## config.mk

```make
export PLATFORM = sky130hd
export DESIGN_NAME = rpn_evaluator
export DESIGN_NICKNAME = d
export VERILOG_FILES = /design/src/rtl/rpn_pkg.sv /design/src/rtl/rpn_alu.sv /design/src/rtl/rpn_evaluator.sv
export SDC_FILE = /design/constraint.sdc
export NUM_CORES = 1
export LEC_CHECK = 0
export CAP_MARGIN = 20
export CORE_MARGIN = 2
export CORE_UTILIZATION = 35
export CTS_CLUSTER_SIZE = 14
export DETAILED_ROUTE_END_ITERATION = 10
export GPL_ROUTABILITY_DRIVEN = 0
export PLACE_DENSITY = 0.65
export REMOVE_ABC_BUFFERS = 1
export SYNTH_ARGS = -nofsm -noshare
export SYNTH_HDL_FRONTEND = slang
export SYNTH_SLANG_ARGS = --single-unit
export TNS_END_PERCENT = 100
```

## constraint.sdc

```tcl
create_clock -name Clk -period 4 [get_ports Clk]
set_input_delay 1 -clock Clk [delete_from_list [all_inputs] [get_ports Clk]]
set_output_delay 1 -clock Clk [all_outputs]
set_load 0.1 [all_outputs]
```

## src/rtl/rpn_pkg.sv

```systemverilog
// Shared opcode, error-code and state definitions for the RPN evaluator.
// RPN_EVALUATOR_MUL_EN makes opcode 7 a binary multiply instead of an illegal opcode.
package rpn_pkg;

    localparam logic [2:0] OP_ADD  = 3'd0;
    localparam logic [2:0] OP_SUB  = 3'd1;
    localparam logic [2:0] OP_AND  = 3'd2;
    localparam logic [2:0] OP_OR   = 3'd3;
    localparam logic [2:0] OP_XOR  = 3'd4;
    localparam logic [2:0] OP_PEEK = 3'd5;
    localparam logic [2:0] OP_DROP = 3'd6;
    localparam logic [2:0] OP_MUL  = 3'd7;

    localparam logic [1:0] ERR_NONE      = 2'd0;
    localparam logic [1:0] ERR_UNDERFLOW = 2'd1;
    localparam logic [1:0] ERR_OVERFLOW  = 2'd2;
    localparam logic [1:0] ERR_ILLEGAL   = 2'd3;

    typedef enum logic [2:0] {
        S_IDLE,
        S_PUSH,
        S_POP1,
        S_POP2,
        S_CALC,
        S_TOP,
        S_TOPW
    } state_e;

    // Opcodes that pop two entries and push one result.
    function automatic logic is_binary(input logic [2:0] op);
        logic bin;
        bin = (op == OP_ADD) || (op == OP_SUB) || (op == OP_AND) ||
              (op == OP_OR)  || (op == OP_XOR);
`ifdef RPN_EVALUATOR_MUL_EN
        bin = bin || (op == OP_MUL);
`endif
        return bin;
    endfunction

endpackage

```

## src/rtl/rpn_alu.sv

```systemverilog
// Combinational ALU for the RPN evaluator: result = A op B, modulo 2^WIDTH.
// The multiplier exists only when RPN_EVALUATOR_MUL_EN is defined.
module rpn_alu
    import rpn_pkg::*;
#(
    parameter int WIDTH = 8
) (
    input  logic [WIDTH-1:0] a_i,
    input  logic [WIDTH-1:0] b_i,
    input  logic [2:0]       op_i,
    output logic [WIDTH-1:0] result_o
);

    always_comb begin
        result_o = '0;
        case (op_i)
            OP_ADD:  result_o = a_i + b_i;
            OP_SUB:  result_o = a_i - b_i;
            OP_AND:  result_o = a_i & b_i;
            OP_OR:   result_o = a_i | b_i;
            OP_XOR:  result_o = a_i ^ b_i;
`ifdef RPN_EVALUATOR_MUL_EN
            OP_MUL:  result_o = a_i * b_i;
`endif
            default: result_o = '0;
        endcase
    end

endmodule

```

## src/rtl/rpn_evaluator.sv

```systemverilog
// RPN token evaluator driving an external stack through registered strobes.
// Define RPN_EVALUATOR_MUL_EN to enable opcode 7 as MUL.
module rpn_evaluator
    import rpn_pkg::*;
#(
    parameter int WIDTH        = 8,
    parameter int ADDRESS_BITS = 10
) (
    input  logic                    Clk,
    input  logic                    Reset,
    input  logic                    TokValid,
    output logic                    TokReady,
    input  logic                    TokIsOp,
    input  logic [WIDTH-1:0]        TokData,
    output logic [WIDTH-1:0]        Result,
    output logic                    ResultValid,
    output logic                    ErrValid,
    output logic [1:0]              ErrCode,
    output logic                    StkEnable,
    output logic                    StkPush,
    output logic                    StkPop,
    output logic                    StkTop,
    output logic [WIDTH-1:0]        StkDataIn,
    input  logic [WIDTH-1:0]        StkDataOut,
    input  logic                    StkFull,
    input  logic                    StkEmpty,
    input  logic [ADDRESS_BITS-1:0] StkPtr
);

    state_e           state_q, state_d;
    logic [2:0]       op_q, op_d;
    logic [WIDTH-1:0] b_q, b_d;
    logic [WIDTH-1:0] result_q, result_d;
    logic             result_valid_q, result_valid_d;
    logic             err_valid_q, err_valid_d;
    logic [1:0]       err_code_q, err_code_d;
    logic [WIDTH-1:0] data_in_q, data_in_d;
    logic             push_q, pop_q, top_q, enable_q;
    logic             push_d, pop_d, top_d;
    logic [WIDTH-1:0] alu_y;
    logic [2:0]       tok_op;
    logic             has_one, has_two;

    assign tok_op  = TokData[2:0];
    assign has_one = !StkEmpty;
    assign has_two = !StkEmpty && (StkPtr != '0);

    // A arrives from the second pop during CALC; B was latched in POP2.
    rpn_alu #(.WIDTH(WIDTH)) u_alu (
        .a_i      (StkDataOut),
        .b_i      (b_q),
        .op_i     (op_q),
        .result_o (alu_y)
    );

    always_comb begin
        state_d        = state_q;
        op_d           = op_q;
        b_d            = b_q;
        result_d       = result_q;
        result_valid_d = 1'b0;
        err_valid_d    = 1'b0;
        err_code_d     = err_code_q;
        data_in_d      = data_in_q;

        case (state_q)
            S_IDLE: begin
                if (TokValid) begin
                    if (!TokIsOp) begin
                        if (StkFull) begin
                            err_valid_d = 1'b1;
                            err_code_d  = ERR_OVERFLOW;
                        end else begin
                            data_in_d = TokData;
                            state_d   = S_PUSH;
                        end
                    end else begin
                        op_d = tok_op;
                        if (is_binary(tok_op)) begin
                            if (has_two) state_d = S_POP1;
                            else begin
                                err_valid_d = 1'b1;
                                err_code_d  = ERR_UNDERFLOW;
                            end
                        end else if (tok_op == OP_PEEK || tok_op == OP_DROP) begin
                            if (has_one) state_d = (tok_op == OP_PEEK) ? S_TOP : S_POP1;
                            else begin
                                err_valid_d = 1'b1;
                                err_code_d  = ERR_UNDERFLOW;
                            end
                        end else begin
                            err_valid_d = 1'b1;
                            err_code_d  = ERR_ILLEGAL;
                        end
                    end
                end
            end
            S_PUSH: state_d = S_IDLE;
            S_POP1: state_d = (op_q == OP_DROP) ? S_IDLE : S_POP2;
            S_POP2: begin
                b_d     = StkDataOut;
                state_d = S_CALC;
            end
            S_CALC: begin
                result_d       = alu_y;
                result_valid_d = 1'b1;
                data_in_d      = alu_y;
                state_d        = S_PUSH;
            end
            S_TOP:  state_d = S_TOPW;
            S_TOPW: begin
                result_d       = StkDataOut;
                result_valid_d = 1'b1;
                state_d        = S_IDLE;
            end
            default: state_d = S_IDLE;
        endcase
    end

    // Strobes are registered from the next state so each is high for exactly its state.
    assign push_d = (state_d == S_PUSH);
    assign pop_d  = (state_d == S_POP1) || (state_d == S_POP2);
    assign top_d  = (state_d == S_TOP);

    always_ff @(posedge Clk) begin
        if (Reset) begin
            state_q        <= S_IDLE;
            op_q           <= '0;
            b_q            <= '0;
            result_q       <= '0;
            result_valid_q <= 1'b0;
            err_valid_q    <= 1'b0;
            err_code_q     <= ERR_NONE;
            data_in_q      <= '0;
            push_q         <= 1'b0;
            pop_q          <= 1'b0;
            top_q          <= 1'b0;
            enable_q       <= 1'b0;
        end else begin
            state_q        <= state_d;
            op_q           <= op_d;
            b_q            <= b_d;
            result_q       <= result_d;
            result_valid_q <= result_valid_d;
            err_valid_q    <= err_valid_d;
            err_code_q     <= err_code_d;
            data_in_q      <= data_in_d;
            push_q         <= push_d;
            pop_q          <= pop_d;
            top_q          <= top_d;
            enable_q       <= 1'b1;
        end
    end

    assign TokReady    = (state_q == S_IDLE);
    assign Result      = result_q;
    assign ResultValid = result_valid_q;
    assign ErrValid    = err_valid_q;
    assign ErrCode     = err_code_q;
    assign StkEnable   = enable_q;
    assign StkPush     = push_q;
    assign StkPop      = pop_q;
    assign StkTop      = top_q;
    assign StkDataIn   = data_in_q;

endmodule

```

# Word-level counts from Yosys, hierarchy flattened
# Index checks and enable logic that the tools add are counted.
# classes
eq_ne,25
n_mux,30
bitwise,5
n_reduce_logical,20
addsub,2
# op_table
op,count
8-bit case mux with 5 select lines,1
8-bit case mux with 2 select lines,2
3-bit == test (second input constant),9
3-bit by 2-bit == test with 1-bit output (second input constant),8
3-bit two-way mux,8
8-bit two-way mux,3
3-bit case mux with 5 select lines,1
2-bit two-way mux,7
10-bit nonzero test,1
3-bit by 1-bit == test with 1-bit output (second input constant),3
3-bit logical NOT,3
8-bit adder,1
8-bit bitwise AND,1
1-bit two-way mux,8
8-bit OR,1
8-bit subtractor,1
8-bit XOR,1
1-bit logical OR,6
2-bit != test (second input constant),3
2-bit nonzero test,3
5-bit AND reduction,1
4-bit != test (second input constant),1
4-bit AND reduction,1
3-bit != test (second input constant),1
6 further kinds,7
# word_totals
inputBits,32
ff_bits,38

# Depth between registers and ports, before layout
# Gate-level depths: netlist (run 1).
# depth
ltp_word,11
ltp_mapped,11
depth_no_buf,11

# By module
# A second synthesis (run 1) with hierarchy kept.
# unflattened
cells_unflattened,326
hier_area_um2,2696.3
# by_module_without_submodules
mod,seq_area_each_um2,cells_per_inst,n_inst,area_per_inst_um2
rpn_evaluator,760.7,197,1,1765.4
rpn_alu,0.0,129,1,930.9

# Least setup slack after synthesis (run 1)
# OpenSTA, ideal clock, no wires.
# synth_timing
path_type,register to output
start,register state_q[0]
end,output TokReady
n_path_buf,1
required_time_ns,3.000
stages_incl_launch_ff,3
setup_slack_ns,0.305
arrival_ns,2.695
path_cell_list,dfxtp_1 clkbuf_1 nor3_1
# synth_between
elab_chain_len,1
# synth_lines
element,line,rtl
from (decl),rpn_evaluator.sv:30,"state_e state_q, state_d;"
from (signal assigned),rpn_evaluator.sv:140,state_q <= state_d;
3-bit logical NOT,rpn_evaluator.sv:155,assign TokReady = (state_q == S_IDLE);
to (decl),rpn_evaluator.sv:12,"output logic TokReady,"
# No other way between the ends.

# Worst setup path in the final report (run 1)
# layout_timing
start,input StkDataOut[0]
end,register data_in_q[4] (netlist: StkDataIn[4])
# layout_between
elab_chain_len,3
elab_cells_between_ends,4
# layout_lines
element,line,rtl
from (decl),rpn_evaluator.sv:24,"input logic [WIDTH-1:0] StkDataOut,"
8-bit subtractor or 8-bit adder (tied branches),"rpn_alu.sv:18, rpn_alu.sv:17",
8-bit case mux with 5 select lines *,rpn_alu.sv:16,case (op_i)
8-bit case mux with 2 select lines *,rpn_evaluator.sv:66,case (state_q)
to (signal assigned),rpn_evaluator.sv:147,data_in_q <= data_in_d;
to (decl),rpn_evaluator.sv:37,"logic [WIDTH-1:0] data_in_q, data_in_d;"
# Every way passes the cells marked *; elsewhere a longest branch is shown, timed or not.
# A chain may end at the register's enable or synchronous reset.

==> metrics.md, run 1 <==
| Metric | Value |
|---|---|
| Effective utilization at floorplan | `a little over a third` |
| Number of warning messages in the yosys log | `0` |
| Startpoint Class | `primary input` |
| Result of the run | `finished, final reports clean` |
| Most common flop cell mapped by yosys | `sky130_fd_sc_hd__dfxtp_1` |
| Global-route wire length before repair | `roughly 12000 µm` |
| Routed length per instance | `15.00 µm` |
| Number of nets in the final layout | `about 440` |
| Setup clock skew after layout | `~0.0086 ns` |
| H-Tree Level Count | `2` |
| CP max FO | `4` |
| Insertion delay to the later sink of the worst-skew pair | `approximately 0.30 ns` |
| Design Power | `roughly 920 µW` |
| Die height | `between 90 and 100 µm` |
| Internal power | `slightly above 600 µW` |
| Crit path kind | `in2reg` |
| FF-to-FF Start | `op_q[2]` |
| Cells on Worst Hold Path | `2` |
| Setup repair after global routing missed its margin | `false` |
| Final Hold Vio Count | `0` |
| Placement Cell Area | `about 0.0033 mm²` |
| Antenna Diode Count | `0` |
| Netlist Area Pre-Place | `between 0.002 and 0.003 mm²` |
| Share of flip-flops with an asynchronous set or reset | `0%` |
| Critical path data arrival time | `around 3.3 ns` |
| Relative slew margins | `between 30 and 40%` |
| Total number of vias | `about 2500` |
| Setup violation total in the final timing report | `0` |
| Capture endpoint of the worst hold path | `ErrCode[0]` |
| Pin count of the biggest net entering global routing | `18` |
| Power share of the sequential group | `a little over two fifths` |
| Tightest Pin Transition | `between 0.9 and 1 ns` |
| Cell count after synthesis | `330` |
| Clock tree root driver cell | `sky130_fd_sc_hd__clkbuf_8` |
| First-pass DRT Iterations | `4` |
| Std-Cell Core Area | `roughly 0.0073 mm²` |
| FF-to-FF path depth | `9` |
| Cell leakage power | `approximately 1.3 nW` |
| Clock Sinks | `38` |
| Number of buffers created by CTS | `5` |
| Required time worst endpoint | `between 4 and 5 ns` |
| Final clock period utilization by the worst path | `76.57%` |
| Proportion of layout cells with a drive suffix above 1 | `6.477%` |
| Overall track demand over capacity in global routing | `between 10% and 20%` |
| Hold Crit Class | `reg2reg` |
| Critical Path End Type | `register` |
| Number of buffers inserted by post-CTS setup repair | `0` |
| Count of routing violations after the opening detailed-route iteration | `about 110` |
| Hold-fix buffers at CTS | `0` |
| TritonCTS clock tree | `built` |
| Post-DP HPWL | `5619 µm` |
| Initial antenna violation count | `0` |
| Sequential share of the synthesized area | `29.10%` |
| Max-Cap Viols | `0` |
| P&R area growth vs syn | `29.20%` |
| Setup TNS after final layout | `0 ns` |
| Setup slack at placement | `0.6370 ns` |
| Buffers on Ports | `56` |
| Total congestion overflow | `0` |
| Pwr/cell area | `between 200 and 300 mW/mm²` |
| Part of the total power dissipated in the clock network | `between 30% and 40%` |
| Number of rows in the core area | `31` |
| Worst reg2reg path endpoint | `StkDataIn[7]` |
| Count of unresolved DRC violations after routing | `0` |
| Number of enable flip-flop cells after synthesis | `0` |
| Switching Fraction | `around a third` |
| R2R Setup Slk | `between 0.9 and 1 ns` |
| Clock-pin slew of the registers on the worst-case setup and hold paths | `0.08 ns` |
| Total net switching power | `just over 300 µW` |
| Vias in the first global route | `2483` |
| Routed via count divided by cell count | `5.177` |
| Post-synth cell types | `58` |
| Area of the die | `about 0.0082 mm²` |
| Number of ports placed on the die boundary | `between 50 and 60` |
| Fmax | `approximately 330 MHz` |
| Post-detailed-routing wire length | `just over 7000 µm` |
| Number of cells upsized or downsized after cts | `0` |
| Maximum vdd drop | `around 0.12 mV` |
| Total non-filler cell area in the finished layout | `~0.0034 mm²` |
| Final critical path time including I/O delays and setup | `~3 ns` |
| CTS Buffer Depth | `2` |
| Setup WS post-layout | `approximately 0.94 ns` |
| Total count of max-transition violations in the final report | `0` |
| Post-synthesis register bit count | `38` |
| Source of the worst hold timing path | `ErrCode[0]` |
| Post-DRT Antenna Nets | `0` |
| Avg Cell Area, Syn | `a little under 8 µm²` |
| Die extent in x | `between 90 and 100 µm` |
| Combinational group share of total power | `approximately a quarter` |
## layout by cell type, fill, tap and decap left out, drive strengths merged, types with 2 or more instances in the layout
cell,instances
xnor2,8
nand2b,8
a21oi,29
nor4,2
nor3b,6
nor3,3
a32o,2
buf,6
o21a,2
mux2i,5
nor2,47
o21ai,22
and4,2
nand4,3
a41oi,2
nand2,27
and3,3
a22o,3
o31ai,3
clkdlybuf4s50,55
inv,25
a21o,2
ha,24
nor2b,3
clkbuf,6
a2111oi,4
or2,3
a311oi,3
nand3,6
o22ai,2
a211oi,6
dfxtp,38
a31oi,4
## area by class of cell
class | count | area (µm²)
clock buffer | 6 | 82.58
clock inverter | 2 | 12.51
fill | 723 | 3876
sequential | 38 | 760.7
multi-input combinational | 254 | 1708
inverter | 25 | 93.84
tap | 99 | 123.9
timing repair buffer | 61 | 595.6
## worst max-delay path, cell delays in order
cell and delay (ns):
sky130_fd_sc_hd__clkdlybuf4s50_1 0.48, sky130_fd_sc_hd__inv_1 0.10, sky130_fd_sc_hd__ha_1 0.24, sky130_fd_sc_hd__fa_1 0.41, sky130_fd_sc_hd__nor2b_1 0.17, sky130_fd_sc_hd__o21ai_0 0.11, sky130_fd_sc_hd__a2111oi_0 0.41, sky130_fd_sc_hd__o31ai_1 0.17
sky130_fd_sc_hd__a211oi_1 0.21
## flip-flops by register name, summed over array words and instances, names as in the netlist
name	flops
state_q	3
StkDataIn	8
StkPop	1
ErrValid	1
Result	8
StkTop	1
op_q	3
b_q	8
ResultValid	1
StkEnable	1
ErrCode	2
StkPush	1
## cells in the mapped netlist (3+ instances only)
cell type / number / area, µm²
sky130_fd_sc_hd__a211oi_1: 6 / 45.04
sky130_fd_sc_hd__a21oi_1: 29 / 145.1
sky130_fd_sc_hd__a22o_1: 3 / 26.28
sky130_fd_sc_hd__a311oi_1: 3 / 26.28
sky130_fd_sc_hd__a31oi_1: 4 / 25.02
sky130_fd_sc_hd__and3_1: 3 / 18.77
sky130_fd_sc_hd__clkbuf_1: 10 / 37.54
sky130_fd_sc_hd__dfxtp_1: 38 / 760.7
sky130_fd_sc_hd__ha_1: 24 / 300.3
sky130_fd_sc_hd__inv_1: 25 / 93.84
sky130_fd_sc_hd__mux2i_1: 5 / 50.05
sky130_fd_sc_hd__nand2_1: 26 / 97.59
sky130_fd_sc_hd__nand2b_1: 8 / 50.05
sky130_fd_sc_hd__nand3_1: 6 / 30.03
sky130_fd_sc_hd__nand4_1: 3 / 18.77
sky130_fd_sc_hd__nor2_1: 47 / 176.4
sky130_fd_sc_hd__nor2b_1: 3 / 18.77
sky130_fd_sc_hd__nor3_1: 3 / 15.01
sky130_fd_sc_hd__nor3b_1: 4 / 30.03
sky130_fd_sc_hd__o21ai_0: 21 / 105.1
sky130_fd_sc_hd__o31ai_1: 3 / 22.52
sky130_fd_sc_hd__or2_2: 3 / 18.77
sky130_fd_sc_hd__xnor2_1: 8 / 70.07
## layer usage
metal  track usage (%)  wire, µm
met2             31.52      3417
met3             4.508       448
met1             23.10      3359
met4             3.718        48
met5                 0         0
## cell families after synthesis
logic type | synth area share (%)
simple gates | 23.65
compound gates | 24.41
buf+inv | 5.553
flops | 29.10
fa+ha+maj | 12.25
xor+xnor | 2.681
mux | 2.346
## metrics by stage
stage | hold WS, ns | utilization [%] | cells
final | 0.4577 | 46.56 | 485
after global routing | 0.4875 | 46.56 | 485
after CTS | 0.4580 | 46.56 | 485
after detailed placement | 0.4472 | 45.25 | 477
after global placement | 0.4428 | 45.25 | 477
after floorplan | 0.5197 | - | 317
## power by group through the flow
stage | combinational, mW | sequential [mW] | clock (mW)
after floorplan | 0.0809 | 0.473 | 0
after global routing | 0.255 | 0.401 | 0.310
after CTS | 0.237 | 0.399 | 0.296
final | 0.237 | 0.399 | 0.288
after detailed placement | 0.236 | 0.408 | 0
after global placement | 0.234 | 0.408 | 0
## worst max-delay path by stage
| stage | cells after the start | slack (ns) | startpoint | to |
|---|---|---|---|---|
| floorplan | 1 | 0.39 | state_q[1] | TokReady |
| global placement | 9 | 0.67 | StkDataOut[0] | StkDataIn[4] |
| detailed placement | 9 | 0.64 | StkDataOut[0] | StkDataIn[4] |
| CTS | 9 | 0.96 | StkDataOut[0] | StkDataIn[4] |
| global route | 9 | 0.75 | StkDataOut[0] | StkDataIn[4] |
| finish | 9 | 0.94 | StkDataOut[0] | StkDataIn[4] |
No activity file was read; power rests on OpenSTA's default activity.
==> run 2, diff against run 1 <==
--- a/config.mk
+++ b/config.mk
@@ -11,7 +11,7 @@
 export CTS_CLUSTER_SIZE = 14
 export DETAILED_ROUTE_END_ITERATION = 10
 export GPL_ROUTABILITY_DRIVEN = 0
-export PLACE_DENSITY = 0.65
+export PLACE_DENSITY = 0.67
 export REMOVE_ABC_BUFFERS = 1
 export SYNTH_ARGS = -nofsm -noshare
 export SYNTH_HDL_FRONTEND = slang
==> constraint.sdc (replaced) <==
create_clock -name Clk -period 2.8 [get_ports Clk]
set_input_delay 0.7 -clock Clk [delete_from_list [all_inputs] [get_ports Clk]]
set_output_delay 0.7 -clock Clk [all_outputs]
set_load 0.1 [all_outputs]
==> metrics.md, run 2 (same netlist as run 1, synthesis figures left out) <==
| Metric | Value |
|---|---|
| Post-detailed-routing wire length | `7459 µm` |
| Count of routing violations after the opening detailed-route iteration | `between 150 and 200` |
| Clock Sinks | `38` |
| Clock-pin slew of the registers on the worst-case setup and hold paths | `roughly 0.08 ns` |
| Area of the die | `0.008175 mm²` |
| Setup slack at placement | `-0.2845 ns` |
| Setup violation total in the final timing report | `0` |
| Number of rows in the core area | `31` |
| Insertion delay to the later sink of the worst-skew pair | `0.29 ns` |
| Initial antenna violation count | `0` |
| Fmax | `roughly 370 MHz` |
| Cell leakage power | `roughly 1.5 nW` |
| Number of nets in the final layout | `~460` |
| Total number of vias | `around 2600` |
| Overall track demand over capacity in global routing | `between 10% and 20%` |
| Total congestion overflow | `0` |
| Clock tree root driver cell | `sky130_fd_sc_hd__clkbuf_8` |
| Fillcell total | `approximately 700` |
| Critical path data arrival time | `2.91 ns` |
| Most frequent standard cell in the layout excluding fill and tap cells | `sky130_fd_sc_hd__buf_4` |
| Total non-filler cell area in the finished layout | `approximately 0.0035 mm²` |
| Commonest non-fill, non-tap cells in the layout | `50 x sky130_fd_sc_hd__buf_4, 47 x sky130_fd_sc_hd__nor2_1, 38 x sky130_fd_sc_hd__dfxtp_1` |
| P&R area growth vs syn | `34.85%` |
| Global-route wire length before repair | `~12000 µm` |
| CP max FO | `2` |
| Max-Cap Viols | `0` |
| Setup clock skew after layout | `about 0.0045 ns` |
| Final Hold Vio Count | `0` |
| Hold Crit Class | `reg2reg` |
| Post-DP HPWL | `5777 µm` |
| CTS Buffer Depth | `2` |
| Required time worst endpoint | `roughly 3 ns` |
| Number of buffers created by CTS | `5` |
| Routed via count divided by cell count | `between 5 and 6` |
| Hold-fix buffers at CTS | `0` |
| Effective utilization at floorplan | `between 30% and 40%` |
| Final critical path time including I/O delays and setup | `~2.7 ns` |
| H-Tree Level Count | `2` |
| Proportion of layout cells with a drive suffix above 1 | `around 17%` |
| Sequential cell area | `approximately 760 µm²` |
| Startpoint Class | `primary input` |
| Setup TNS after final layout | `0 ns` |
| Setup repair after global routing missed its margin | `true` |
| Final Instance Count excl. Fillers | `roughly 500` |
| Result of the run | `finished, final reports clean` |
| Maximum vdd drop | `0.1975 mV` |
| Area used by multi-input combinational logic | `roughly 0.0017 mm²` |
| Number of instances in the placed design | `slightly below 500` |
| Tightest Pin Transition | `between 0.6 and 0.7 ns` |
| Vias in the first global route | `around 2500` |
| Antenna Diode Count | `0` |
| Total count of max-transition violations in the final report | `0` |
| Final clock period utilization by the worst path | `between 90% and 100%` |
| Pwr/cell area | `between 400 and 500 mW/mm²` |
| Die height | `about 90 µm` |
| Placement Cell Area | `0.003364 mm²` |
| First-pass DRT Iterations | `4` |
| Die extent in x | `90.42 µm` |
| Buffers on Ports | `56` |
| Relative slew margins | `between 50% and 60%` |
| Pin count of the biggest net entering global routing | `19` |
| Crit path kind | `in2reg` |
| Count of unresolved DRC violations after routing | `0` |
| Setup WS post-layout | `0.1019 ns` |
| TritonCTS clock tree | `built` |
| Routed length per instance | `about 15 µm` |
| Critical Path End Type | `register` |
| Number of ports placed on the die boundary | `57` |
| Std-Cell Core Area | `0.007253 mm²` |
| Post-DRT Antenna Nets | `0` |
run 2: final cells by class:
cell class	count	area share, %
multi-input combinational	254	48.88
inverter	25	2.662
timing repair buffer	81	19.45
clock inverter	3	1.952
tap	99	3.514
clock buffer	5	1.952
sequential	38	21.58
run 2: path summary, 6_finish.rpt:
path	from	slack [ns]	cells after the start	to
min	ErrCode[0]	0.46	2	ErrCode[0]
max	StkDataOut[0]	0.10	9	StkDataIn[4]
min reg2reg	ErrCode[0]	0.46	2	ErrCode[0]
max reg2reg	op_q[0]	0.15	10	StkDataIn[7]
run 2: through the flow:
step	hold WS (ns)	util, %	power, mW
final	0.4618	48.59	1.499
after detailed placement	0.4547	46.39	0.9321
after global placement	0.4464	46.39	0.9277
after global routing	0.4892	48.59	1.560
after CTS	0.4664	48.28	1.510
after floorplan	0.5197	-	0.7915
run 2: timing repair:
action	in CTS	in global routing
gates resized for setup	0	5
setup buffers	0	1
setup endpoints to repair	0	6
run 2: layer usage:
metal / global-route usage (%) / part of all wire [%]
met3: 4.424 / 6.4
met1: 23.29 / 45
met2: 31.70 / 48
met4: 1.538 / 0.19
met5: 0 / 0
run 2: where the power goes:
group / switching [mW] / leakage [nW] / internal, mW
registers: 0.0145 / 0.308 / 0.556
clock network: 0.217 / 0.0683 / 0.357
logic: 0.221 / 1.09 / 0.133
run 2: critical path: stages:
cell and delay [ns]:
sky130_fd_sc_hd__clkdlybuf4s50_1 0.47, sky130_fd_sc_hd__inv_1 0.06, sky130_fd_sc_hd__ha_1 0.23, sky130_fd_sc_hd__fa_1 0.42, sky130_fd_sc_hd__nor2b_2 0.16, sky130_fd_sc_hd__o21ai_0 0.13, sky130_fd_sc_hd__a2111oi_2 0.36, sky130_fd_sc_hd__o31ai_1 0.15
sky130_fd_sc_hd__a211oi_1 0.23
==> run 3, diff against run 2 <==
--- a/config.mk
+++ b/config.mk
@@ -11,9 +11,11 @@
 export CTS_CLUSTER_SIZE = 14
 export DETAILED_ROUTE_END_ITERATION = 10
 export GPL_ROUTABILITY_DRIVEN = 0
+export HOLD_SLACK_MARGIN = 0.05
 export PLACE_DENSITY = 0.67
 export REMOVE_ABC_BUFFERS = 1
 export SYNTH_ARGS = -nofsm -noshare
 export SYNTH_HDL_FRONTEND = slang
+export SYNTH_HIERARCHICAL = 1
 export SYNTH_SLANG_ARGS = --single-unit
 export TNS_END_PERCENT = 100
==> constraint.sdc (replaced) <==
create_clock -name Clk -period 2.8 [get_ports Clk]
set_input_delay 0.7 -clock Clk [delete_from_list [all_inputs] [get_ports Clk]]
set_output_delay 0.7 -clock Clk [all_outputs]
set_load 0.02 [all_outputs]
==> metrics.md, run 3 <==
| Metric | Value |
|---|---|
| Post-synth cell types | `55` |
| Effective utilization at floorplan | `a little over a third` |
| Overall track demand over capacity in global routing | `15.64%` |
| Buffers on Ports | `56` |
| Proportion of layout cells with a drive suffix above 1 | `between 10% and 20%` |
| Post-DRT Antenna Nets | `0` |
| Setup repair after global routing missed its margin | `true` |
| Post-DP HPWL | `just over 5000 µm` |
| CP max FO | `2` |
| Most frequent cell on the critical path | `sky130_fd_sc_hd__mux2i_1` |
| Vias in the first global route | `2265` |
| Maximum vdd drop | `0.1604 mV` |
| P&R area growth vs syn | `31.93%` |
| Design Power | `1.378 mW` |
| Hold Crit Class | `reg2reg` |
| Area of the die | `approximately 0.0084 mm²` |
| Post-synthesis register bit count | `38` |
| Std-Cell Core Area | `around 0.0076 mm²` |
| Slowest stage delay, CP | `about 0.51 ns` |
| Share of flip-flops with an asynchronous set or reset | `0%` |
| Number of enable flip-flop cells after synthesis | `0` |
| Critical-path cell with the highest stage delay | `sky130_fd_sc_hd__clkdlybuf4s50_1` |
| Tightest Pin Transition | `0.5725 ns` |
| Critical path data arrival time | `2.80 ns` |
| Netlist Area Pre-Place | `0.002696 mm²` |
| Total count of max-transition violations in the final report | `0` |
| Clock-pin slew of the registers on the worst-case setup and hold paths | `approximately 0.070 ns` |
| Most Crowded Layer GR | `met2` |
| Area share of the largest cell type after synthesis | `~28%` |
| First-pass DRT Iterations | `4` |
| Avg Cell Area, Syn | `just over 8 µm²` |
| Synth top cells by count | `38 x sky130_fd_sc_hd__dfxtp_1, 32 x sky130_fd_sc_hd__nor2_1, 26 x sky130_fd_sc_hd__nand2_1` |
| CTS Buffer Depth | `2` |
| Post-detailed-routing wire length | `6528 µm` |
| Number of buffers created by CTS | `5` |
| Setup clock skew after layout | `between 0.006 and 0.007 ns` |
| Total number of vias | `2479` |
| Antenna Diode Count | `0` |
| Result of the run | `finished, final reports clean` |
| Grt met1 use | `21.84%` |
| Crit path kind | `in2reg` |
| Final Hold Vio Count | `0` |
| Ordered list of cells on the worst path | `clkdlybuf4s50_1 > inv_1 > ha_1 > fa_2 > nor2b_1 > o21ai_0 > nand2b_1 > a21oi_1 > mux2i_1 > nand2_1 > mux2i_1 > a211oi_1` |
| Startpoint Class | `primary input` |
| Number of ports placed on the die boundary | `57` |
| Max-Cap Viols | `0` |
| Number of rows in the core area | `32` |
| Met3 capacity usage during global routing | `between 2 and 3%` |
| Sequential share of the synthesized area | `28.21%` |
| Pwr/cell area | `approximately 390 mW/mm²` |
| Top cell type by total area after synthesis | `sky130_fd_sc_hd__dfxtp_1` |
| Required time worst endpoint | `2.95 ns` |
| Number of nets in the final layout | `450` |
| Count of routing violations after the opening detailed-route iteration | `about 120` |
| Total congestion overflow | `0` |
| Library cell with the highest instance count after synthesis | `sky130_fd_sc_hd__dfxtp_1` |
| Relative slew margins | `just over 60%` |
| Die height | `~92 µm` |
| Fmax | `around 380 MHz` |
| Routed via count divided by cell count | `between 5 and 6` |
| Commonest non-fill, non-tap cells in the layout | `56 x sky130_fd_sc_hd__clkdlybuf4s50_1, 37 x sky130_fd_sc_hd__dfxtp_1, 32 x sky130_fd_sc_hd__nor2_1` |
| Met2 GRT Util | `approximately a quarter` |
| Initial antenna violation count | `0` |
| Cell count after synthesis | `326` |
| Most frequent standard cell in the layout excluding fill and tap cells | `sky130_fd_sc_hd__clkdlybuf4s50_1` |
| Setup TNS after final layout | `0 ns` |
| Pin count of the biggest net entering global routing | `33` |
| Clock tree root driver cell | `sky130_fd_sc_hd__clkbuf_8` |
| Critical Path End Type | `register` |
| Cell leakage power | `about 1.3 nW` |
| H-Tree Level Count | `2` |
| TritonCTS clock tree | `built` |
| Hold-fix buffers at CTS | `0` |
| Setup violation total in the final timing report | `0` |
| Final critical path time including I/O delays and setup | `roughly 2.7 ns` |
| Final clock period utilization by the worst path | `94.82%` |
| Global-route wire length before repair | `~11000 µm` |
| Die extent in x | `slightly above 90 µm` |
| Biggest area contributors in the synthesized netlist | `sky130_fd_sc_hd__dfxtp_1 28%, sky130_fd_sc_hd__ha_1 11%, sky130_fd_sc_hd__mux2i_1 7.1%` |
| Clock Sinks | `38` |
| Most common flop cell mapped by yosys | `sky130_fd_sc_hd__dfxtp_1` |
| Routed length per instance | `~13 µm` |
| Number of warning messages in the yosys log | `6` |
| Insertion delay to the later sink of the worst-skew pair | `between 0.2 and 0.3 ns` |
| Count of unresolved DRC violations after routing | `0` |
-- run 3: cell count changes after synthesis, sizes merged, moves of 4 or more --
| cell | before | now |
|---|---|---|
| nand2b | 8 | 2 |
| nor2 | 47 | 33 |
| mux2i | 5 | 19 |
| a21oi | 29 | 21 |
| o21ai | 22 | 12 |
| a2111oi | 4 | 0 |
| buf | 3 | 13 |
| a211oi | 6 | 18 |
| nand3 | 6 | 15 |
-- run 3: what timing repair did --
item                                    CTS  global route
endpoints found under the setup margin    0            10
buffers inserted                          0             1
resized for setup                         0             9
-- run 3: worst paths after layout --
| path | from | end | slack, ns | cells past startpoint |
|---|---|---|---|---|
| max | StkDataOut[0] | StkDataIn[6] | 0.15 | 12 |
| min reg2reg | ErrCode[1] | ErrCode[1] | 0.47 | 2 |
| min | ErrCode[1] | ErrCode[1] | 0.47 | 2 |
| max reg2reg | b_q[1] | StkDataIn[7] | 0.19 | 13 |
-- run 3: where the power goes --
group          switching, mW  total (mW)  internal, mW  leakage (nW)
logic                  0.222       0.432         0.211         0.975
registers             0.0117       0.576         0.564         0.309
clock network          0.179       0.369         0.190        0.0431
total                  0.413        1.38         0.965          1.33
-- run 3: critical path: cells and delay by family --
family | cells | cell delay, ns
buffers and inverters | 2 | 0.59
adders and majority gates | 2 | 0.58
and+or+nand+nor | 3 | 0.35
muxes | 2 | 0.29
AOI/OAI and AO/OA | 3 | 0.27
-- run 3: kinds of logic (layout without fill, tap and decap cells) --
logic type	after synthesis	count (layout)	synth area share [%]
adders and majority gates	25	25	11.88
buffers and inverters	46	112	7.749
AOI/OAI and AO/OA	78	78	19.95
muxes	21	21	7.888
DFF	38	38	28.21
xor gates and xnor gates	12	12	3.898
and+or+nand+nor	106	106	20.42
-- run 3: layout make-up --
type                    count  area (µm²)
fillers                   749        4050
repair buffers             81       748.2
well taps                 102       127.6
flip-flops and latches     38       762.0
inverters                  25       93.84
multi-input cells         242        1743
clock buffers               6       82.58
-- run 3: per-layer routing --
layer	share of wire, %	wire, µm
met1	49	3191
met2	45	2944
met3	4.7	305
met4	1.3	87
met5	0	0
-- run 3: metrics by stage --
step / util, % / worst slack (ns) / hold WS (ns) / instances / cell area [µm²]
after floorplan: - / 0.05108 / 0.4701 / 305 / 2581
after global placement: 45.35 / -0.1324 / 0.4596 / 487 / 3450
after detailed placement: 45.35 / -0.2608 / 0.4658 / 487 / 3450
after CTS: 46.43 / 0.05202 / 0.4784 / 493 / 3532
after global routing: 46.76 / -0.01740 / 0.5070 / 494 / 3557
final: 46.76 / 0.1451 / 0.4700 / 494 / 3557
